==> config.mk <==
export PLATFORM = sky130hd
export DESIGN_NAME = request_block_rr_pe_flat
export DESIGN_NICKNAME = d
export VERILOG_FILES = /design/src/rtl/request_block_rr_pe_if.sv /design/src/rtl/request_block_rr_pe.sv /design/src/flat_wrapper.sv
export SDC_FILE = /design/constraint.sdc
export NUM_CORES = 1
export LEC_CHECK = 0
export ABC_AREA = 1
export CORE_AREA = 3 3 153 155
export CTS_BUF_LIST = sky130_fd_sc_hd__clkbuf_4 sky130_fd_sc_hd__clkbuf_8 sky130_fd_sc_hd__clkbuf_16
export DETAILED_ROUTE_END_ITERATION = 16
export DIE_AREA = 0 0 156 158
export PLACE_DENSITY = 0.71
export SLEW_MARGIN = 20
export SYNTH_ARGS = -nofsm -noshare
export SYNTH_HDL_FRONTEND = slang
export SYNTH_SLANG_ARGS = --single-unit
export TNS_END_PERCENT = 20
==> constraint.sdc <==
create_clock -name clk -period 3.7 [get_ports clk]
set_clock_uncertainty 0.15 [all_clocks]
set_input_delay 0.37 -clock clk [delete_from_list [all_inputs] [get_ports clk]]
set_output_delay 0.37 -clock clk [all_outputs]
set_load 0.05 [all_outputs]
==> src/rtl/request_block_rr_pe_if.sv <==
// Bus bundle between the request block, its N_CH masters and the single slave port.
//
// Handshake semantics (both sides):
//   Upstream:   a request from master i is transferred in the cycle where
//               data_req_i[i] && data_gnt_o[i]. A master keeps its request and
//               payload stable until it sees the grant.
//   Downstream: a request is transferred to the slave in the cycle where
//               data_req_o && data_gnt_i. The block keeps data_req_o and the
//               payload stable until the slave grants.
//   Response:   data_r_valid_i with a one-hot data_r_ID_i completes one
//               earlier request of the addressed master. There is no backpressure.
interface request_block_rr_pe_if #(
    parameter int N_CH       = 4,
    parameter int ADDR_WIDTH = 32,
    parameter int DATA_WIDTH = 32,
    parameter int BE_WIDTH   = DATA_WIDTH / 8
);
    // master side
    logic [N_CH-1:0]                 data_req_i;
    logic [N_CH-1:0][ADDR_WIDTH-1:0] data_add_i;
    logic [N_CH-1:0]                 data_wen_i;
    logic [N_CH-1:0][5:0]            data_atop_i;
    logic [N_CH-1:0][DATA_WIDTH-1:0] data_wdata_i;
    logic [N_CH-1:0][BE_WIDTH-1:0]   data_be_i;
    logic [N_CH-1:0]                 data_gnt_o;
    logic [N_CH-1:0]                 data_r_valid_o;

    // slave side
    logic                  data_req_o;
    logic [ADDR_WIDTH-1:0] data_add_o;
    logic                  data_wen_o;
    logic [5:0]            data_atop_o;
    logic [DATA_WIDTH-1:0] data_wdata_o;
    logic [BE_WIDTH-1:0]   data_be_o;
    logic [N_CH-1:0]       data_ID_o;
    logic                  data_gnt_i;
    logic                  data_r_valid_i;
    logic [N_CH-1:0]       data_r_ID_i;

    // view taken by the request block itself
    modport slave (
        input  data_req_i, data_add_i, data_wen_i, data_atop_i, data_wdata_i, data_be_i,
        input  data_gnt_i, data_r_valid_i, data_r_ID_i,
        output data_gnt_o, data_r_valid_o,
        output data_req_o, data_add_o, data_wen_o, data_atop_o, data_wdata_o, data_be_o,
        output data_ID_o
    );

    // view taken by the environment around the block (masters and slave)
    modport master (
        output data_req_i, data_add_i, data_wen_i, data_atop_i, data_wdata_i, data_be_i,
        output data_gnt_i, data_r_valid_i, data_r_ID_i,
        input  data_gnt_o, data_r_valid_o,
        input  data_req_o, data_add_o, data_wen_o, data_atop_o, data_wdata_o, data_be_o,
        input  data_ID_o
    );
endinterface

==> src/rtl/request_block_rr_pe.sv <==
// N-master request block: round-robin arbitration of N_CH request channels onto
// one slave port, optional single-entry output slice, per-master outstanding
// limits and one-hot response routing.
module request_block_rr_pe #(
    parameter int N_CH            = 4,
    parameter int ADDR_WIDTH      = 32,
    parameter int DATA_WIDTH      = 32,
    parameter int BE_WIDTH        = DATA_WIDTH / 8,
    parameter int MAX_OUTSTANDING = 2,
    parameter int PIPE_REQ        = 1
) (
    input  logic                  clk,
    input  logic                  rst,
    request_block_rr_pe_if.slave  bus,
    output logic                  busy_o
);

    localparam int CNT_W = $clog2(MAX_OUTSTANDING + 1);
    localparam int RR_W  = (N_CH > 1) ? $clog2(N_CH) : 1;
    localparam logic [CNT_W-1:0] CNT_MAX = CNT_W'(MAX_OUTSTANDING);

    // cyclic index base+k, both operands already below N_CH
    function automatic int wrap_idx(input int base, input int k);
        int s;
        s = base + k;
        return (s >= N_CH) ? s - N_CH : s;
    endfunction

    logic [RR_W-1:0]       rr_q;
    logic [RR_W-1:0]       cand;
    logic [RR_W-1:0]       winner;
    logic                  any_elig;
    logic [N_CH-1:0]       eligible;
    logic [N_CH-1:0]       win_oh;
    logic [N_CH-1:0]       gnt;
    logic [N_CH-1:0]       hs;
    logic                  hs_any;
    logic [N_CH-1:0]       dec;
    logic [N_CH-1:0]       cnt_nz;
    logic [N_CH-1:0]       dec_at_zero;
    logic [CNT_W-1:0]      cnt_q [N_CH];
    logic                  slice_ready;
    logic                  grant_ok;
    logic                  valid_q;
    logic                  rst_q;

    logic [ADDR_WIDTH-1:0] sel_add;
    logic                  sel_wen;
    logic [5:0]            sel_atop;
    logic [DATA_WIDTH-1:0] sel_wdata;
    logic [BE_WIDTH-1:0]   sel_be;

    // eligibility: requesting and still below the outstanding limit
    always_comb begin
        eligible = '0;
        for (int i = 0; i < N_CH; i++) begin
            eligible[i] = bus.data_req_i[i] && (cnt_q[i] < CNT_MAX);
        end
    end

    // winner: first eligible index at or after rr_q, then its payload
    always_comb begin
        cand      = '0;
        winner    = '0;
        any_elig  = 1'b0;
        win_oh    = '0;
        sel_add   = '0;
        sel_wen   = 1'b0;
        sel_atop  = '0;
        sel_wdata = '0;
        sel_be    = '0;
        for (int k = 0; k < N_CH; k++) begin
            cand = RR_W'(wrap_idx(int'(rr_q), k));
            if (!any_elig && eligible[cand]) begin
                any_elig = 1'b1;
                winner   = cand;
            end
        end
        if (any_elig) begin
            win_oh[winner] = 1'b1;
            sel_add        = bus.data_add_i[winner];
            sel_wen        = bus.data_wen_i[winner];
            sel_atop       = bus.data_atop_i[winner];
            sel_wdata      = bus.data_wdata_i[winner];
            sel_be         = bus.data_be_i[winner];
        end
    end

    // grant goes only to the winner; the slave grant or free slice gates it
    assign grant_ok        = (PIPE_REQ != 0) ? slice_ready : bus.data_gnt_i;
    assign gnt             = win_oh & {N_CH{grant_ok}};
    assign hs              = gnt & bus.data_req_i;
    assign hs_any          = |hs;
    assign bus.data_gnt_o  = gnt;

    // response routing is purely combinational
    assign dec                = bus.data_r_ID_i & {N_CH{bus.data_r_valid_i}};
    assign bus.data_r_valid_o = dec;

    // round-robin pointer moves just past the master that handshook
    generate
        if (N_CH == 1) begin : g_rr_single
            assign rr_q = '0;
        end else begin : g_rr_multi
            always_ff @(posedge clk) begin
                if (rst) begin
                    rr_q <= '0;
                end else if (hs_any) begin
                    rr_q <= (winner == RR_W'(N_CH - 1)) ? '0 : winner + RR_W'(1);
                end
            end
        end
    endgenerate

    // outstanding counters: +1 on handshake, -1 on response, both cancel out
    always_ff @(posedge clk) begin
        for (int i = 0; i < N_CH; i++) begin
            if (rst) begin
                cnt_q[i] <= '0;
            end else if (hs[i] && !dec[i]) begin
                cnt_q[i] <= cnt_q[i] + CNT_W'(1);
            end else if (dec[i] && !hs[i] && cnt_q[i] != '0) begin
                cnt_q[i] <= cnt_q[i] - CNT_W'(1);
            end
        end
    end

    // per-master status flags for busy and the underflow check
    always_comb begin
        cnt_nz      = '0;
        dec_at_zero = '0;
        for (int i = 0; i < N_CH; i++) begin
            cnt_nz[i]      = (cnt_q[i] != '0);
            dec_at_zero[i] = dec[i] && !hs[i] && (cnt_q[i] == '0);
        end
    end

    assign busy_o = valid_q || (|cnt_nz);

    // remembers the reset cycle so stale responses right after it are tolerated
    always_ff @(posedge clk) begin
        rst_q <= rst;
    end

    // a response for a master with nothing outstanding is a protocol error
    a_no_underflow: assert property (@(posedge clk) disable iff (rst || rst_q)
                                     (dec_at_zero == '0));

    generate
        if (PIPE_REQ != 0) begin : g_slice
            logic                  valid_r;
            logic [ADDR_WIDTH-1:0] add_r;
            logic                  wen_r;
            logic [5:0]            atop_r;
            logic [DATA_WIDTH-1:0] wdata_r;
            logic [BE_WIDTH-1:0]   be_r;
            logic [N_CH-1:0]       id_r;

            assign slice_ready = !valid_r || bus.data_gnt_i;

            // single-entry slice: capture on handshake, drain on slave grant
            always_ff @(posedge clk) begin
                if (rst) begin
                    valid_r <= 1'b0;
                    add_r   <= '0;
                    wen_r   <= 1'b0;
                    atop_r  <= '0;
                    wdata_r <= '0;
                    be_r    <= '0;
                    id_r    <= '0;
                end else if (hs_any) begin
                    valid_r <= 1'b1;
                    add_r   <= sel_add;
                    wen_r   <= sel_wen;
                    atop_r  <= sel_atop;
                    wdata_r <= sel_wdata;
                    be_r    <= sel_be;
                    id_r    <= win_oh;
                end else if (bus.data_gnt_i && valid_r) begin
                    valid_r <= 1'b0;
                end
            end

            assign valid_q          = valid_r;
            assign bus.data_req_o   = valid_r;
            assign bus.data_add_o   = add_r;
            assign bus.data_wen_o   = wen_r;
            assign bus.data_atop_o  = atop_r;
            assign bus.data_wdata_o = wdata_r;
            assign bus.data_be_o    = be_r;
            assign bus.data_ID_o    = id_r;
        end else begin : g_comb
            assign slice_ready      = 1'b1;
            assign valid_q          = 1'b0;
            assign bus.data_req_o   = any_elig;
            assign bus.data_add_o   = sel_add;
            assign bus.data_wen_o   = sel_wen;
            assign bus.data_atop_o  = sel_atop;
            assign bus.data_wdata_o = sel_wdata;
            assign bus.data_be_o    = sel_be;
            assign bus.data_ID_o    = win_oh;
        end
    endgenerate

endmodule

==> src/flat_wrapper.sv <==
// flat-port wrapper written by rule: the top's interface ports become plain ports
module request_block_rr_pe_flat 
#(
    parameter int N_CH            = 4,
    parameter int ADDR_WIDTH      = 32,
    parameter int DATA_WIDTH      = 32,
    parameter int BE_WIDTH        = DATA_WIDTH / 8,
    parameter int MAX_OUTSTANDING = 2,
    parameter int PIPE_REQ        = 1
)
  (clk, rst, busy_o, bus_data_req_i, bus_data_add_i, bus_data_wen_i, bus_data_atop_i, bus_data_wdata_i, bus_data_be_i, bus_data_gnt_i, bus_data_r_valid_i, bus_data_r_ID_i, bus_data_gnt_o, bus_data_r_valid_o, bus_data_req_o, bus_data_add_o, bus_data_wen_o, bus_data_atop_o, bus_data_wdata_o, bus_data_be_o, bus_data_ID_o);
  request_block_rr_pe_if #(.N_CH(N_CH), .ADDR_WIDTH(ADDR_WIDTH), .DATA_WIDTH(DATA_WIDTH), .BE_WIDTH(BE_WIDTH)) bus_i ();
  input  logic clk;
  input  logic rst;
  output logic busy_o;
  input wire logic [$bits(bus_i.data_req_i)-1:0] bus_data_req_i;
  input wire logic [$bits(bus_i.data_add_i)-1:0] bus_data_add_i;
  input wire logic [$bits(bus_i.data_wen_i)-1:0] bus_data_wen_i;
  input wire logic [$bits(bus_i.data_atop_i)-1:0] bus_data_atop_i;
  input wire logic [$bits(bus_i.data_wdata_i)-1:0] bus_data_wdata_i;
  input wire logic [$bits(bus_i.data_be_i)-1:0] bus_data_be_i;
  input wire logic [$bits(bus_i.data_gnt_i)-1:0] bus_data_gnt_i;
  input wire logic [$bits(bus_i.data_r_valid_i)-1:0] bus_data_r_valid_i;
  input wire logic [$bits(bus_i.data_r_ID_i)-1:0] bus_data_r_ID_i;
  output wire logic [$bits(bus_i.data_gnt_o)-1:0] bus_data_gnt_o;
  output wire logic [$bits(bus_i.data_r_valid_o)-1:0] bus_data_r_valid_o;
  output wire logic [$bits(bus_i.data_req_o)-1:0] bus_data_req_o;
  output wire logic [$bits(bus_i.data_add_o)-1:0] bus_data_add_o;
  output wire logic [$bits(bus_i.data_wen_o)-1:0] bus_data_wen_o;
  output wire logic [$bits(bus_i.data_atop_o)-1:0] bus_data_atop_o;
  output wire logic [$bits(bus_i.data_wdata_o)-1:0] bus_data_wdata_o;
  output wire logic [$bits(bus_i.data_be_o)-1:0] bus_data_be_o;
  output wire logic [$bits(bus_i.data_ID_o)-1:0] bus_data_ID_o;
  assign bus_i.data_req_i = bus_data_req_i;
  assign bus_i.data_add_i = bus_data_add_i;
  assign bus_i.data_wen_i = bus_data_wen_i;
  assign bus_i.data_atop_i = bus_data_atop_i;
  assign bus_i.data_wdata_i = bus_data_wdata_i;
  assign bus_i.data_be_i = bus_data_be_i;
  assign bus_i.data_gnt_i = bus_data_gnt_i;
  assign bus_i.data_r_valid_i = bus_data_r_valid_i;
  assign bus_i.data_r_ID_i = bus_data_r_ID_i;
  assign bus_data_gnt_o = bus_i.data_gnt_o;
  assign bus_data_r_valid_o = bus_i.data_r_valid_o;
  assign bus_data_req_o = bus_i.data_req_o;
  assign bus_data_add_o = bus_i.data_add_o;
  assign bus_data_wen_o = bus_i.data_wen_o;
  assign bus_data_atop_o = bus_i.data_atop_o;
  assign bus_data_wdata_o = bus_i.data_wdata_o;
  assign bus_data_be_o = bus_i.data_be_o;
  assign bus_data_ID_o = bus_i.data_ID_o;
  request_block_rr_pe #(.N_CH(N_CH), .ADDR_WIDTH(ADDR_WIDTH), .DATA_WIDTH(DATA_WIDTH), .BE_WIDTH(BE_WIDTH), .MAX_OUTSTANDING(MAX_OUTSTANDING), .PIPE_REQ(PIPE_REQ)) u_core (.clk(clk), .rst(rst), .bus(bus_i), .busy_o(busy_o));
endmodule
Word level (Yosys, flattened, before mapping)
Memory sizes are Yosys's and may differ from the RTL's. Cells that the tools add are included. W data, S select, Z words.

Add/sub/neg operators: 16. Order comparisons: 14. Equality and inequality tests: 1. Mux-type cells: 79. Bitwise gates (word level): 11. Reduce and logical (&&, ||, !) cells: 42.

Operator list (count): $bmux W32 S2 (2); $mux W32 (4); $mux W1 (43); $mux W2 (17); $logic_and A1 B1 Y1 (21); $sub A2 B1 Y2 const B (8); $lt A2 B3 Y1 const B (5); $and A4 B4 Y4 (3); $bmux W6 S2 (1); $logic_not A1 Y1 (12); $mux W4 (3); $mux W6 (2); $add A2 B1 Y2 const B (5); $bmux W1 S2 (5); $reduce_bool A2 Y1 (5); $ge A3 B3 Y1 const B (3); $bmux W4 S2 (1); $lt A2 B2 Y1 const B (4); $or A1 B1 Y1 (8); $reduce_or A4 Y1 (2); $add A2 B2 Y3 const B (2); $add A2 B1 Y3 const B (1); $ge A2 B3 Y1 const B (1); $demux W1 S2 (1); other kinds (3) (4).

Register bits after elaboration: 82. Bits in writable memories: 8. Input bits: 312. Output and inout port bits: 89. Word-level logic and storage cells: 172. Memories kept: 1.

Memories: u_core.cnt_q (depth 4, width 2, rd ports 4, clocked after memory_dff 0, write ports 4, line request_block_rr_pe.sv:41) `logic [CNT_W-1:0] cnt_q [N_CH];`.

Logic depth before layout (Yosys ltp)
Gate-level depths: netlist of the first run. An unclocked memory read counts as a cell.

Depth after elaboration: 30. Gate-level depth with buffers: 22. Depth with buffers taken out: 18.

Worst setup path after synthesis of the first run
OpenSTA, ideal clock, no wires.

Kind: reg2reg. From: register u_core.rr_q[0]. To: memory u_core.cnt_q[1][0] (netlist name), enable pin. Setup time: 298 ps. Arrival: 3435 ps. Data required time: 3252 ps. Slack: -183 ps. Stages on the path, launching flop included: 20. Buffers on the path: 3. Clock period less this slack: 3883 ps. Path through: dfxtp_1 -> buf_4 -> inv_4 -> nand3_2 -> nand2_2 -> nand2_1 -> nand2_1 -> nor2_4 -> nand3_2 -> nand2_2 -> nand2_4 -> buf_6 -> buf_6 -> inv_1 -> ha_1 -> inv_1 -> nor3_1 -> nand4_1 -> and2_1 -> nand2_1.

RTL lines: start: declaration (line request_block_rr_pe.sv:29) `logic [RR_W-1:0] rr_q;`; start signal: assignment (line request_block_rr_pe.sv:109) `rr_q <= (winner == RR_W'(N_CH - 1)) ? '0 : winner + RR_W'(1);`; end: declaration (line request_block_rr_pe.sv:41).

Worst setup path after layout of the first run
From: register u_core.rr_q[0]. To: output port bus_data_gnt_o[0].

Word-level cells in the longest chain between the ends: 20. Elaborated cells between the ends (all ways): 44. Those cells by class: add/sub: 7; order compare: 6; mux: 23; bitwise: 1; reduce/logical: 7.

RTL lines: parallel branches: the longest is 18 deep, another holds $add A2 B1 Y3; $mux W4 (*) (line request_block_rr_pe.sv:79) `if (any_elig) begin`; $and A4 B4 Y4 (*) (line request_block_rr_pe.sv:91) `assign gnt = win_oh & {N_CH{grant_ok}};`; end: declaration (line flat_wrapper.sv:25) `output wire logic [$bits(bus_i.data_gnt_o)-1:0] bus_data_gnt_o;`.

Every way passes the cells marked *. The select of a mux whose other input is x is not followed.

==> PnR_summary.wiki, run 1 <==
{| class="wikitable"
! Metric !! Value
|-
| Instance count after placement with tap cells included || 1996
|-
| Result of the run || completed
|-
| Routed wire length on met3 || ~2100 µm
|-
| Total GRT Usage || 23.11%
|-
| Start point of the worst min-delay path || rst
|-
| Via count of the first global-routing pass || ~8.6k
|-
| RSZ-0062 raised after global routing || false
|-
| Input/output buffers || 400
|-
| Crit path setup slack, layout || 0.2842 ns
|-
| Critical Path End Type || primary output
|-
| Synthesized Nets || around 1.7k
|-
| Sequential share of the synthesized area || 24.74%
|-
| Max Cap Viol || 0
|-
| Post-synthesis instance area || 7607 µm²
|-
| Final core utilization || 54.43%
|-
| Highest routed layer || met4
|-
| Die boundary height || about 160 µm
|-
| Iter 0 DRT Violations || between 600 and 700
|-
| Remaining number of nets flagged by the antenna check after routing || 0
|-
| Cells on Worst Hold Path || 2
|-
| Number of setup buffers added after CTS || 0
|-
| Ratio of routed vias to standard cells || 4.699
|-
| Htree depth || 3
|-
| Number of antenna diodes || 0
|-
| Synth-to-layout area growth || 57.11%
|-
| Endpoints failing setup || 0
|-
| Overall via count from detail_route || 9454
|-
| Flip-flop and latch count after synthesis || 90
|-
| Cells resized by post-CTS repair || 0
|-
| Hold WC Path Type || input port to register
|-
| Actual slew at the worst max-slew pin || 0.8860 ns
|-
| Reg-to-reg critical path startpoint || u_core.rr_q[0]
|-
| Required arrival time at the worst endpoint || 3.18 ns
|-
| Starting utilization of the core area || between 30% and 40%
|-
| Routed length on met2 || ~15000 µm
|-
| Sum of net half-perimeters after detailed placement || roughly 22000 µm
|-
| Sinks on the clock net || 90
|-
| Post-Place Setup Slack || 0.3187 ns
|-
| Crit path launch type || register
|-
| Unique masters post-synth || 26
|-
| Die ar. || approximately 25000 µm²
|-
| Cell count after synthesis || 1396
|-
| Sum Neg Setup Slack || 0 ns
|-
| Number of detailed-route iterations in the first pass || 6
|-
| Count of final hold-check violations || 0
|-
| Worst slew margin relative to its limit || 40.93%
|-
| Number of antenna violations at the first check in global routing || 0
|-
| Global route total overflow || 0
|-
| Number of primary I/O pins || 401
|-
| Proportion of layout cells with a drive suffix above 1 || ~3.0%
|-
| Critical Setup Path Class || register to primary output
|-
| Total power divided by cell area || just under 900 nW/µm²
|-
| Portion of the clock cycle consumed by the worst path in the final layout || 92.32%
|-
| Met1 routed wirelength after detailed routing || between 10000 and 15000 µm
|-
| Number of nets in the layout || between 2k and 2.5k
|-
| Width of the chip || 156 µm
|-
| Post-Synthesis Mean Instance Area || 5.449 µm²
|-
| Post-CTS Hold Fix Bufs || 0
|-
| Wire length per cell after detailed routing || ~15 µm
|-
| Leakage || about 6.1 nW
|-
| Num CTS Buffers || 9
|-
| Number of cell rows || 54
|-
| Max-slew violation count || 0
|-
| Number of inserted filler cells in the final layout || 2228
|-
| Finished Layout Cells || roughly 2k
|-
| Time the final worst path needs with I/O delays and setup || 3.416 ns
|-
| Routed WL || 29920 µm
|-
| Root buffer cell || sky130_fd_sc_hd__clkbuf_16
|-
| Reg-to-Reg End || u_core.bus.data_wdata_o[21]
|-
| Worst voltage drop across the vdd grid || 0.0007171 V
|-
| Highest net fanout along the worst path || 10
|-
| Deepest clock path buffer count || 2
|-
| CP Data Arrival Time || 2.90 ns
|-
| Flop-to-flop setup slack || 0.44 ns
|-
| Warnings, synthesis || 0
|-
| DRC violation count after routing || 0
|-
| Clock latency at the later pin of the worst-skew pair || 0.35 ns
|-
| Global-route wire length before repair || 45780 µm
|-
| Total Power Consumption || between 10 and 15 mW
|-
| Cells on worst reg2reg path || 18
|-
| Maximum number of pins on one net before global-route repair || 151
|-
| Worst hold endpoint || u_core.bus.data_add_o[8]
|-
| Core region area || 21960 µm²
|-
| CTS clock-pin slew for the worst setup and hold paths || around 0.070 ns
|-
| Clock tree from TritonCTS || yes
|-
| Maximum frequency from static timing analysis || 292.8 MHz
|-
| Global placer's final weighted congestion || 0.9319
|}
==> worst max path at each step <==
| stage | startpoint | end | slack [ns] | cells after the start |
|---|---|---|---|---|
| after floorplan | u_core.rr_q[0] | u_core.cnt_q[1][0] | 0.30 | 19 |
| after global placement | bus_data_req_i[3] | u_core.cnt_q[1][0] | 0.31 | 16 |
| after detailed placement | bus_data_req_i[2] | u_core.bus.data_wdata_o[21] | 0.32 | 17 |
| after CTS | u_core.rr_q[0] | bus_data_gnt_o[1] | 0.28 | 12 |
| after global routing | u_core.rr_q[0] | bus_data_gnt_o[0] | 0.09 | 14 |
| final | u_core.rr_q[0] | bus_data_gnt_o[0] | 0.28 | 14 |
==> sequential cells by signal, indices dropped and copies added (netlist names) <==
register and flops:
u_core.bus.data_atop_o 6, u_core.bus.data_ID_o 4, u_core.bus.data_wdata_o 32, u_core.cnt_q 8
u_core.bus.data_be_o 4, u_core.bus.data_req_o 1, u_core.rr_q 2, u_core.bus.data_wen_o 1
u_core.bus.data_add_o 32
==> power by group <==
group | internal (mW) | total (mW) | switching [mW]
Combinational | 2.68 | 8.16 | 5.48
Sequential | 1.26 | 1.40 | 0.138
Clock | 0.474 | 0.903 | 0.430
==> final cells by class <==
class | instances | area [µm²] | share of cell area [%]
sequential | 90 | 1882 | 15.75
timing repair buffer | 413 | 4177 | 34.95
clock buffer | 9 | 225.2 | 1.884
clock inverter | 7 | 65.06 | 0.5444
multi-input combinational | 885 | 4019 | 33.63
tap | 280 | 350.3 | 2.931
inverter | 328 | 1234 | 10.32
==> critical path, stage by stage (launching register included) <==
cell                      delay (ns)
sky130_fd_sc_hd__dfxtp_1        0.65
sky130_fd_sc_hd__inv_4          0.11
sky130_fd_sc_hd__nand3_2        0.09
sky130_fd_sc_hd__nand2_1        0.10
sky130_fd_sc_hd__nand2_1        0.07
sky130_fd_sc_hd__nand2_1        0.08
sky130_fd_sc_hd__nor2_4         0.13
sky130_fd_sc_hd__nand3_2        0.17
sky130_fd_sc_hd__nand2_4        0.15
sky130_fd_sc_hd__nand2_4        0.07
sky130_fd_sc_hd__inv_1          0.10
sky130_fd_sc_hd__ha_1           0.18
sky130_fd_sc_hd__inv_1          0.06
sky130_fd_sc_hd__nor3_1         0.39
sky130_fd_sc_hd__buf_12         0.19
==> metrics by stage <==
step / instance area (µm²) / hold slack (ns)
CTS: 11950 / 0.2926
global placement: 11660 / 0.3003
finish: 11950 / 0.3041
global route: 11950 / 0.3147
floorplan: 7612 / 0.3764
detailed placement: 11660 / 0.3046
==> cells in the final DEF, fill, tap and decap left out, drive strengths merged <==
cell type      synthesis  routed
clkdlybuf4s50          0     395
clkbuf                29       9
nand4                  8       8
ha                     7       7
dfxtp                 82      82
clkinv                 0       1
o21ai                  6       6
inv                  328     333
and2                   1       1
mux2i                  1       1
edfxtp                 8       8
clkinvlp               0       1
a21oi                 84      84
nor2                  21      21
nand2                429     429
nor3                   6       6
buf                   64      18
nand3                322     322
==> synthesized netlist by cell type <==
cell / number / area, µm²
sky130_fd_sc_hd__a21oi_1: 83 / 415.4
sky130_fd_sc_hd__a21oi_2: 1 / 8.760
sky130_fd_sc_hd__and2_1: 1 / 6.260
sky130_fd_sc_hd__buf_1: 12 / 45.04
sky130_fd_sc_hd__buf_2: 31 / 155.2
sky130_fd_sc_hd__buf_4: 12 / 90.09
sky130_fd_sc_hd__buf_6: 9 / 101.4
sky130_fd_sc_hd__clkbuf_1: 29 / 108.9
sky130_fd_sc_hd__dfxtp_1: 82 / 1642
sky130_fd_sc_hd__edfxtp_1: 8 / 240.2
sky130_fd_sc_hd__ha_1: 7 / 87.58
sky130_fd_sc_hd__inv_1: 325 / 1220
sky130_fd_sc_hd__inv_2: 2 / 7.510
sky130_fd_sc_hd__inv_4: 1 / 6.260
sky130_fd_sc_hd__mux2i_1: 1 / 10.01
sky130_fd_sc_hd__nand2_1: 422 / 1584
sky130_fd_sc_hd__nand2_2: 6 / 37.54
sky130_fd_sc_hd__nand2_4: 1 / 11.26
sky130_fd_sc_hd__nand3_1: 318 / 1592
sky130_fd_sc_hd__nand3_2: 4 / 40.04
sky130_fd_sc_hd__nand4_1: 8 / 50.05
sky130_fd_sc_hd__nor2_1: 19 / 71.32
sky130_fd_sc_hd__nor2_2: 1 / 6.260
sky130_fd_sc_hd__nor2_4: 1 / 11.26
sky130_fd_sc_hd__nor3_1: 6 / 30.03
sky130_fd_sc_hd__o21ai_0: 6 / 30.03
==> kinds of logic (layout without fill, tap and decap cells) <==
family          after synthesis  in the layout  synth area share, %
compound gates               90             90                5.970
flops                        90             90                24.74
mux                           1              1               0.1316
buf+inv                     421            757                22.80
fa+ha+maj                     7              7                1.151
simple gates                787            787                45.21
==> per-layer routing <==
| metal | GRT usage, % | vias up |
|---|---|---|
| li1 | - | 4892 |
| met1 | 29.51 | 4184 |
| met2 | 39.44 | 335 |
| met3 | 4.893 | 43 |
| met4 | 6.602 | 0 |
| met5 | 0 | - |
No activity file was read; power rests on OpenSTA's default activity.
==> inputs of run 2 (changes only) <==
--- a/config.mk
+++ b/config.mk
@@ -5,12 +5,10 @@
 export SDC_FILE = /design/constraint.sdc
 export NUM_CORES = 1
 export LEC_CHECK = 0
-export ABC_AREA = 1
-export CORE_AREA = 3 3 153 155
+export CORE_AREA = 2 2 156 158
 export CTS_BUF_LIST = sky130_fd_sc_hd__clkbuf_4 sky130_fd_sc_hd__clkbuf_8 sky130_fd_sc_hd__clkbuf_16
 export DETAILED_ROUTE_END_ITERATION = 16
-export DIE_AREA = 0 0 156 158
-export PLACE_DENSITY = 0.71
+export DIE_AREA = 0 0 158 160
 export SLEW_MARGIN = 20
 export SYNTH_ARGS = -nofsm -noshare
 export SYNTH_HDL_FRONTEND = slang
==> run 2 against run 1 <==
Power is 31% lower. Largest cell class unchanged. Fmax is 2.6% higher. Cell count down 33%. Area after synthesis is 21% lower.
==> PnR_summary.wiki, run 2 <==
{| class="wikitable"
! Metric !! Value
|-
| Leading cell types in the layout, fill and taps excluded || sky130_fd_sc_hd__clkdlybuf4s50_1, sky130_fd_sc_hd__a2111oi_0, sky130_fd_sc_hd__nor2_1
|-
| Post-Route Hold Slack || 0.3008 ns
|-
| Time the final worst path needs with I/O delays and setup || roughly 3.3 ns
|-
| Top cells by instance count after synthesis || sky130_fd_sc_hd__a2111oi_0, sky130_fd_sc_hd__nor2_1, sky130_fd_sc_hd__dfxtp_1
|-
| Met1 routed wirelength after detailed routing || 11470 µm
|-
| Warnings, synthesis || 0
|-
| Area share of the leading cell type in the synthesized netlist || 27.34%
|-
| Die ar. || about 25000 µm²
|-
| Number of cell rows || between 50 and 60
|-
| Maximum number of pins on one net before global-route repair || 82
|-
| Highest routed layer || met5
|-
| Most instantiated library cell after synthesis || sky130_fd_sc_hd__a2111oi_0
|-
| Sinks on the clock net || 90
|-
| Clock tree from TritonCTS || yes
|-
| Buffers plus inverters on the worst setup path || 4
|-
| RSZ-0062 raised after global routing || false
|-
| Slowest-stage cell, CP || sky130_fd_sc_hd__a2111oi_0
|-
| Number of antenna diodes || 0
|-
| Remaining number of nets flagged by the antenna check after routing || 0
|-
| Post-synthesis instance area || 6005 µm²
|-
| Number of nets in the layout || 1334
|-
| Crit path launch type || input port
|-
| EDFF count, synth || 8
|-
| Endpoints failing setup || 0
|-
| CTS clock-pin slew for the worst setup and hold paths || 0.06 ns
|-
| Worst slew margin relative to its limit || 46.18%
|-
| Number of primary I/O pins || 401
|-
| Sequential Area || 1882 µm²
|-
| Number of inserted filler cells in the final layout || 2381
|-
| Via count of the first global-routing pass || 6911
|-
| Routed length on met2 || 13350 µm
|-
| Flop-to-flop setup slack || 0.55 ns
|-
| Proportion of layout cells with a drive suffix above 1 || 9.216%
|-
| Iter 0 DRT Violations || between 300 and 400
|-
| Hold WC Path Type || register to register
|-
| Cells on worst reg2reg path || 11
|-
| Synthesized Nets || just under 1k
|-
| Width of the chip || 158 µm
|-
| Count of final hold-check violations || 0
|-
| Starting utilization of the core area || 25.21%
|-
| Num CTS Buffers || 9
|-
| Number of antenna violations at the first check in global routing || 1
|-
| Sum of net half-perimeters after detailed placement || roughly 20000 µm
|-
| Unique masters post-synth || 46
|-
| Critical path startpoint || bus_data_req_i[0]
|-
| Largest cells by area after synthesis || sky130_fd_sc_hd__dfxtp_1, sky130_fd_sc_hd__a2111oi_0, sky130_fd_sc_hd__mux2i_1
|-
| Kind of cell adding the most delay to the critical path || compound AO/OA/AOI/OAI gates
|-
| Max-slew violation count || 0
|-
| Share of async-settable or async-resettable flops after synthesis || 0%
|-
| Number of setup buffers added after CTS || 0
|-
| Ratio of routed vias to standard cells || 5.102
|-
| Maximum frequency from static timing analysis || 300.3 MHz
|-
| Reg-to-Reg End || u_core.bus.data_wdata_o[18]
|-
| Worst path most repeated cell || sky130_fd_sc_hd__buf_12
|-
| Routed wire length on met3 || about 2000 µm
|-
| Leading cell type in the layout, fill and taps excluded || sky130_fd_sc_hd__clkdlybuf4s50_1
|-
| Wire length per cell after detailed routing || slightly above 20 µm
|-
| End point of the critical path || u_core.bus.data_wdata_o[18]
|-
| Total GRT Usage || approximately a fifth
|-
| Total power divided by cell area || 674.5 nW/µm²
|-
| Worst voltage drop across the vdd grid || between 0.0003 and 0.0004 V
|-
| Cell count after synthesis || 652
|-
| CP Data Arrival Time || 3.36 ns
|-
| Leading area contributor after synthesis || sky130_fd_sc_hd__dfxtp_1
|-
| Post-CTS Hold Fix Bufs || 0
|-
| Critical Setup Path Class || input port to register
|-
| Flip-flop and latch count after synthesis || 90
|-
| Post-Synthesis Mean Instance Area || about 9.2 µm²
|-
| Sequential share of the synthesized area || a little under a third
|-
| Portion of the clock cycle consumed by the worst path in the final layout || 89.99%
|-
| Reg-to-reg critical path startpoint || u_core.cnt_q[1][1]
|-
| Synth-to-layout area growth || 78.00%
|-
| Critical path's largest stage delay || ~0.53 ns
|-
| Global placer's final weighted congestion || 0.8855
|-
| Finished Layout Cells || 1344
|-
| Number of detailed-route iterations in the first pass || 4
|-
| Critical Path End Type || register
|-
| DRC violation count after routing || 0
|-
| Instance count after placement with tap cells included || 1328
|-
| Highest net fanout along the worst path || 20
|-
| Cells resized by post-CTS repair || 0
|-
| Result of the run || completed
|-
| Routed WL || 27330 µm
|-
| Actual slew at the worst max-slew pin || 0.8073 ns
|-
| Htree depth || 3
|-
| Deepest clock path buffer count || 2
|-
| Overall via count from detail_route || 6857
|-
| Clock latency at the later pin of the worst-skew pair || 0.34 ns
|-
| Die boundary height || 160 µm
|-
| Required arrival time at the worst endpoint || between 3 and 4 ns
|-
| Core region area || 23820 µm²
|-
| Cells on Worst Hold Path || 2
|-
| Input/output buffers || 400
|-
| Worst path cell trace || clkdlybuf4s50_1 > nor3b_1 > buf_4 > a211o_1 > a21oi_4 > ha_1 > nand2_1 > nand4_1 > nand2_4 > buf_12 > buf_12 > a2111oi_0 > a2111oi_2
|-
| Root buffer cell || sky130_fd_sc_hd__clkbuf_16
|-
| Dominant synthesized flop cell || sky130_fd_sc_hd__dfxtp_1
|-
| Combined area of the multi-input logic cells || between 3000 and 4000 µm²
|-
| Global route total overflow || 0
|-
| Critical path depth in cells || 13
|-
| Leakage || 3.919 nW
|-
| Global-route wire length before repair || 40510 µm
|-
| Max Cap Viol || 0
|}
## run 2: changes by cell type after synthesis, sizes merged, moves of 6 or more
cell     change
nand4        -7
nand2      -413
mux2i       +76
nand3      -316
and3        +74
clkbuf      +22
and2         +6
nor2        +63
a21oi       -75
a2111oi    +148
buf         -38
inv        -316
## run 2: report_power, final
| part | internal, mW | switching, mW |
|---|---|---|
| combinational | 1.75 | 2.89 |
| clock | 0.601 | 0.415 |
| sequential | 1.34 | 0.210 |
| total | 3.69 | 3.52 |
## run 2: worst register-to-register path, cell delays in order (launching register included)
cell                        delay (ns)
sky130_fd_sc_hd__edfxtp_1         0.55
sky130_fd_sc_hd__nor2b_4          0.09
sky130_fd_sc_hd__a211o_1          0.35
sky130_fd_sc_hd__a21oi_4          0.25
sky130_fd_sc_hd__ha_1             0.25
sky130_fd_sc_hd__nand2_1          0.08
sky130_fd_sc_hd__nand4_1          0.17
sky130_fd_sc_hd__nand2_4          0.11
sky130_fd_sc_hd__buf_12           0.17
sky130_fd_sc_hd__buf_12           0.15
sky130_fd_sc_hd__a2111oi_0        0.54
sky130_fd_sc_hd__a2111oi_2        0.11
## run 2: how the worst min path moves through the flow
stage | startpoint | to | slack (ns)
after floorplan | u_core.rr_q[1] | u_core.rr_q[1] | 0.33
after CTS | u_core.bus.data_ID_o[2] | u_core.bus.data_ID_o[2] | 0.31
after detailed placement | u_core.bus.data_ID_o[2] | u_core.bus.data_ID_o[2] | 0.30
after global placement | u_core.bus.data_ID_o[2] | u_core.bus.data_ID_o[2] | 0.29
final | u_core.bus.data_ID_o[2] | u_core.bus.data_ID_o[2] | 0.30
after global routing | u_core.bus.data_ID_o[0] | u_core.bus.data_ID_o[0] | 0.34
## run 2: metal layers
metal,track usage (%),up-vias
li1,-,3303
met1,25.65,3228
met2,35.63,290
met3,5.292,34
met4,5.610,2
met5,0,-
## run 2: area by class of cell
| type | instances | share of cell area [%] |
|---|---|---|
| well taps | 324 | 3.793 |
| inverters | 12 | 0.4449 |
| clock buffers | 13 | 2.611 |
| clock inverters | 3 | 0.4332 |
| flip-flops and latches | 90 | 17.61 |
| multi-input cells | 473 | 34.68 |
| repair buffers | 429 | 40.44 |
## run 2: stage by stage
| stage | power, mW | setup TNS (ns) | worst slack (ns) | utilization [%] | area (µm²) |
|---|---|---|---|---|---|
| finish | 7.209 | 0 | 0.3704 | 44.87 | 10690 |
| global route | 7.608 | 0 | 0.1644 | 44.87 | 10690 |
| CTS | 7.272 | 0 | 0.4020 | 44.87 | 10690 |
| detailed placement | 6.218 | 0 | 0.05298 | 43.50 | 10360 |
| global placement | 6.201 | -0.01959 | -0.01959 | 43.50 | 10360 |
| floorplan | 4.507 | 0 | 0.6082 | - | 6005 |
## run 2: cell families (layout without fill, tap and decap cells)
family          Yosys count  in the layout  synth area share, %
compound gates          173            173                28.40
xor+xnor                  1              1               0.1459
fa+ha+maj                 7              7                1.459
buf+inv                  89            457                7.397
flops                    90             90                31.34
mux                      77             77                12.84
simple gates            215            215                18.42
==> inputs of run 3 (changes only) <==
--- a/config.mk
+++ b/config.mk
@@ -5,10 +5,13 @@
 export SDC_FILE = /design/constraint.sdc
 export NUM_CORES = 1
 export LEC_CHECK = 0
-export CORE_AREA = 2 2 156 158
-export CTS_BUF_LIST = sky130_fd_sc_hd__clkbuf_4 sky130_fd_sc_hd__clkbuf_8 sky130_fd_sc_hd__clkbuf_16
+export ABC_AREA = 1
+export CORE_AREA = 2 2 157 159
+export CTS_BUF_LIST = sky130_fd_sc_hd__clkbuf_2
 export DETAILED_ROUTE_END_ITERATION = 16
-export DIE_AREA = 0 0 158 160
+export DIE_AREA = 0 0 159 161
+export HOLD_SLACK_MARGIN = 0.12
+export PLACE_DENSITY = 0.67
 export SLEW_MARGIN = 20
 export SYNTH_ARGS = -nofsm -noshare
 export SYNTH_HDL_FRONTEND = slang
==> run 3 against run 2 <==
Fmax decreased by 1.6%. Cell area rose by 11%. Via count grew 39%. Power up 40%. Global-route usage is 1.6 points higher. Register-to-register slack improved by 0.14 ns. Cell count increased by 53%. Largest power group unchanged.
==> PnR_summary.wiki, run 3 (synthesis results as in run 1) <==
{| class="wikitable"
! Metric !! Value
|-
| Number of primary I/O pins || 401
|-
| Worst path cell trace || inv_4 > nand3_2 > nand2_1 > nand2_1 > nand2_1 > nor2_4 > nand3_2 > nand2_4 > nand2_4 > inv_1 > ha_1 > inv_1 > nor3_1 > buf_12
|-
| Buffers plus inverters on the worst setup path || 4
|-
| Number of cell rows || 57
|-
| Input/output buffers || 400
|-
| CTS clock-pin slew for the worst setup and hold paths || 0.31 ns
|-
| Critical path's largest stage delay || 0.50 ns
|-
| Leakage || 6.034 nW
|-
| Leading cell types in the layout, fill and taps excluded || sky130_fd_sc_hd__nand2_1, sky130_fd_sc_hd__clkdlybuf4s50_1, sky130_fd_sc_hd__inv_1
|-
| Sum Neg Setup Slack || 0 ns
|-
| Core region area || 23960 µm²
|-
| Actual slew at the worst max-slew pin || between 0.8 and 0.9 ns
|-
| Max-slew violation count || 0
|-
| Critical path startpoint || u_core.rr_q[0]
|-
| Routed WL || 29600 µm
|-
| Crit path launch type || register
|-
| Starting utilization of the core area || 31.75%
|-
| Critical path depth in cells || 14
|-
| Internal power contribution || 4.094 mW
|-
| Number of nets in the layout || 2046
|-
| Critical Path End Type || primary output
|-
| Finished Layout Cells || between 2k and 2.5k
|-
| Die ar. || between 20000 and 30000 µm²
|-
| Wire length per cell after detailed routing || about 14 µm
|-
| Leading cell type in the layout, fill and taps excluded || sky130_fd_sc_hd__nand2_1
|-
| Ratio of routed vias to standard cells || between 4 and 5
|-
| Final core utilization || 49.47%
|-
| Sinks on the clock net || 90
|-
| Global route total overflow || 0
|-
| Endpoints failing setup || 0
|-
| Clock latency at the later pin of the worst-skew pair || 0.60 ns
|-
| Required arrival time at the worst endpoint || between 3 and 4 ns
|-
| Clock tree from TritonCTS || yes
|-
| Num CTS Buffers || 9
|-
| Result of the run || completed
|-
| Htree depth || 3
|-
| Total GRT Usage || 22.35%
|-
| Highest net fanout along the worst path || 10
|-
| CP Data Arrival Time || 2.86 ns
|-
| Via count of the first global-routing pass || approximately 8.6k
|-
| Worst path most repeated cell || sky130_fd_sc_hd__nand2_1
|-
| Max Cap Viol || 0
|-
| Global placer's final weighted congestion || 0.8985
|-
| Combinational group share of total power || 81.5%
|-
| Cells on Worst Hold Path || 7
|-
| Global-route wire length before repair || 46180 µm
|-
| Hold WC Path Type || input port to register
|-
| Worst voltage drop across the vdd grid || about 0.00080 V
|-
| Count of final hold-check violations || 0
|-
| Worst slew margin relative to its limit || 43.38%
|-
| Portion of the clock cycle consumed by the worst path in the final layout || 91.42%
|-
| Time the final worst path needs with I/O delays and setup || 3.383 ns
|-
| Maximum frequency from static timing analysis || 295.6 MHz
|-
| Deepest clock path buffer count || 2
|-
| Kind of cell adding the most delay to the critical path || simple AND/OR/NAND/NOR gates
|-
| Total power divided by cell area || about 850 nW/µm²
|-
| Die boundary height || 161 µm
|-
| Root buffer cell || sky130_fd_sc_hd__clkbuf_2
|-
| Overall via count from detail_route || about 9.5k
|-
| Width of the chip || 159 µm
|-
| Critical Setup Path Class || register to primary output
|-
| Sum of net half-perimeters after detailed placement || 21280 µm
|-
| RSZ-0062 raised after global routing || false
|-
| Clk network pwr share || under 10%
|-
| Start point of the worst min-delay path || bus_data_wdata_i[60]
|-
| Power spent charging and discharging nets || 6.016 mW
|-
| Slowest-stage cell, CP || sky130_fd_sc_hd__dfxtp_4
|-
| Reg-to-reg critical path startpoint || u_core.rr_q[0]
|-
| Number of antenna violations at the first check in global routing || 1
|-
| Iter 0 DRT Violations || 722
|-
| Maximum number of pins on one net before global-route repair || 151
|-
| Proportion of layout cells with a drive suffix above 1 || just over 3%
|-
| Number of detailed-route iterations in the first pass || 5
|-
| Post-Route Hold Slack || 0.2598 ns
|-
| Share of total power consumed by net switching || around three fifths
|-
| Instance count after placement with tap cells included || 2039
|-
| Cells on worst reg2reg path || 18
|-
| Number of setup buffers added after CTS || 0
|-
| Synth-to-layout area growth || 55.82%
|-
| Remaining number of nets flagged by the antenna check after routing || 0
|-
| Part of the power in registers || 13.7%
|-
| DRC violation count after routing || 0
|}
==> run 3: cell types whose count changed in the layout (fill, tap and decap cells not counted), sizes merged, moves of 74 or more <==
cell and delta:
nand2 +413, mux2i -76, inv +319, a2111oi -148, and3 -74, a21oi +75
nand3 +316
==> run 3: worst min-delay path, stage by stage <==
cell	delay (ns)
sky130_fd_sc_hd__clkdlybuf4s50_1	0.39
sky130_fd_sc_hd__inv_1	0.05
sky130_fd_sc_hd__nand2_1	0.04
sky130_fd_sc_hd__nand3_1	0.05
sky130_fd_sc_hd__nand2_1	0.05
sky130_fd_sc_hd__nand2_1	0.05
sky130_fd_sc_hd__a21oi_1	0.05
==> run 3: worst paths after layout <==
path                                  to  slack [ns]
max                    bus_data_gnt_o[0]        0.32
min          u_core.bus.data_wdata_o[28]        0.26
max reg2reg   u_core.bus.data_wdata_o[1]        0.69
min reg2reg   u_core.bus.data_wdata_o[8]        0.33
==> run 3: metrics by stage <==
stage | instance area [µm²] | power, mW | setup slack (ns)
finish | 11850 | 10.11 | 0.3173
global route | 11850 | 11.12 | 0.03030
CTS | 11840 | 10.19 | 0.1050
global placement | 11730 | 9.626 | 0.3188
floorplan | 7612 | 7.474 | 0.2990
detailed placement | 11730 | 9.674 | 0.3117
==> run 3: timing repair <==
action,in CTS,in global routing
pin swaps,0,0
gates resized for setup,1,3
endpoints found under the setup margin,3,4
hold endpoints to repair,39,0
hold buffers,1,0
==> run 3: routing by layer <==
layer / GRT usage, % / up-vias / part of all wire (%)
met5: 0 / - / 0
met4: 7.893 / 0 / 2.8
met3: 5.110 / 44 / 7.6
met2: 38.20 / 355 / 48
met1: 27.69 / 4232 / 42
li1: - / 4894 / -
==> run 3: power groups by stage <==
stage                     clock network, mW  registers (mW)  logic [mW]
after global routing                  0.534            1.42        9.16
final                                 0.480            1.39        8.24
after global placement                    0            1.40        8.22
after detailed placement                  0            1.41        8.27
after floorplan                           0            2.04        5.43
after CTS                             0.506            1.39        8.29
==> run 3: layout make-up <==
type / count / area, µm²
Multi-Input combinational cell: 885 / 4024
Timing Repair Buffer: 413 / 4204
Tap cell: 324 / 405.4
Sequential cell: 90 / 1887
Inverter: 328 / 1234
Antenna cell: 2 / 5.005
Clock inverter: 7 / 50.05
Clock buffer: 9 / 45.04
Fill cell: 2569 / 12110
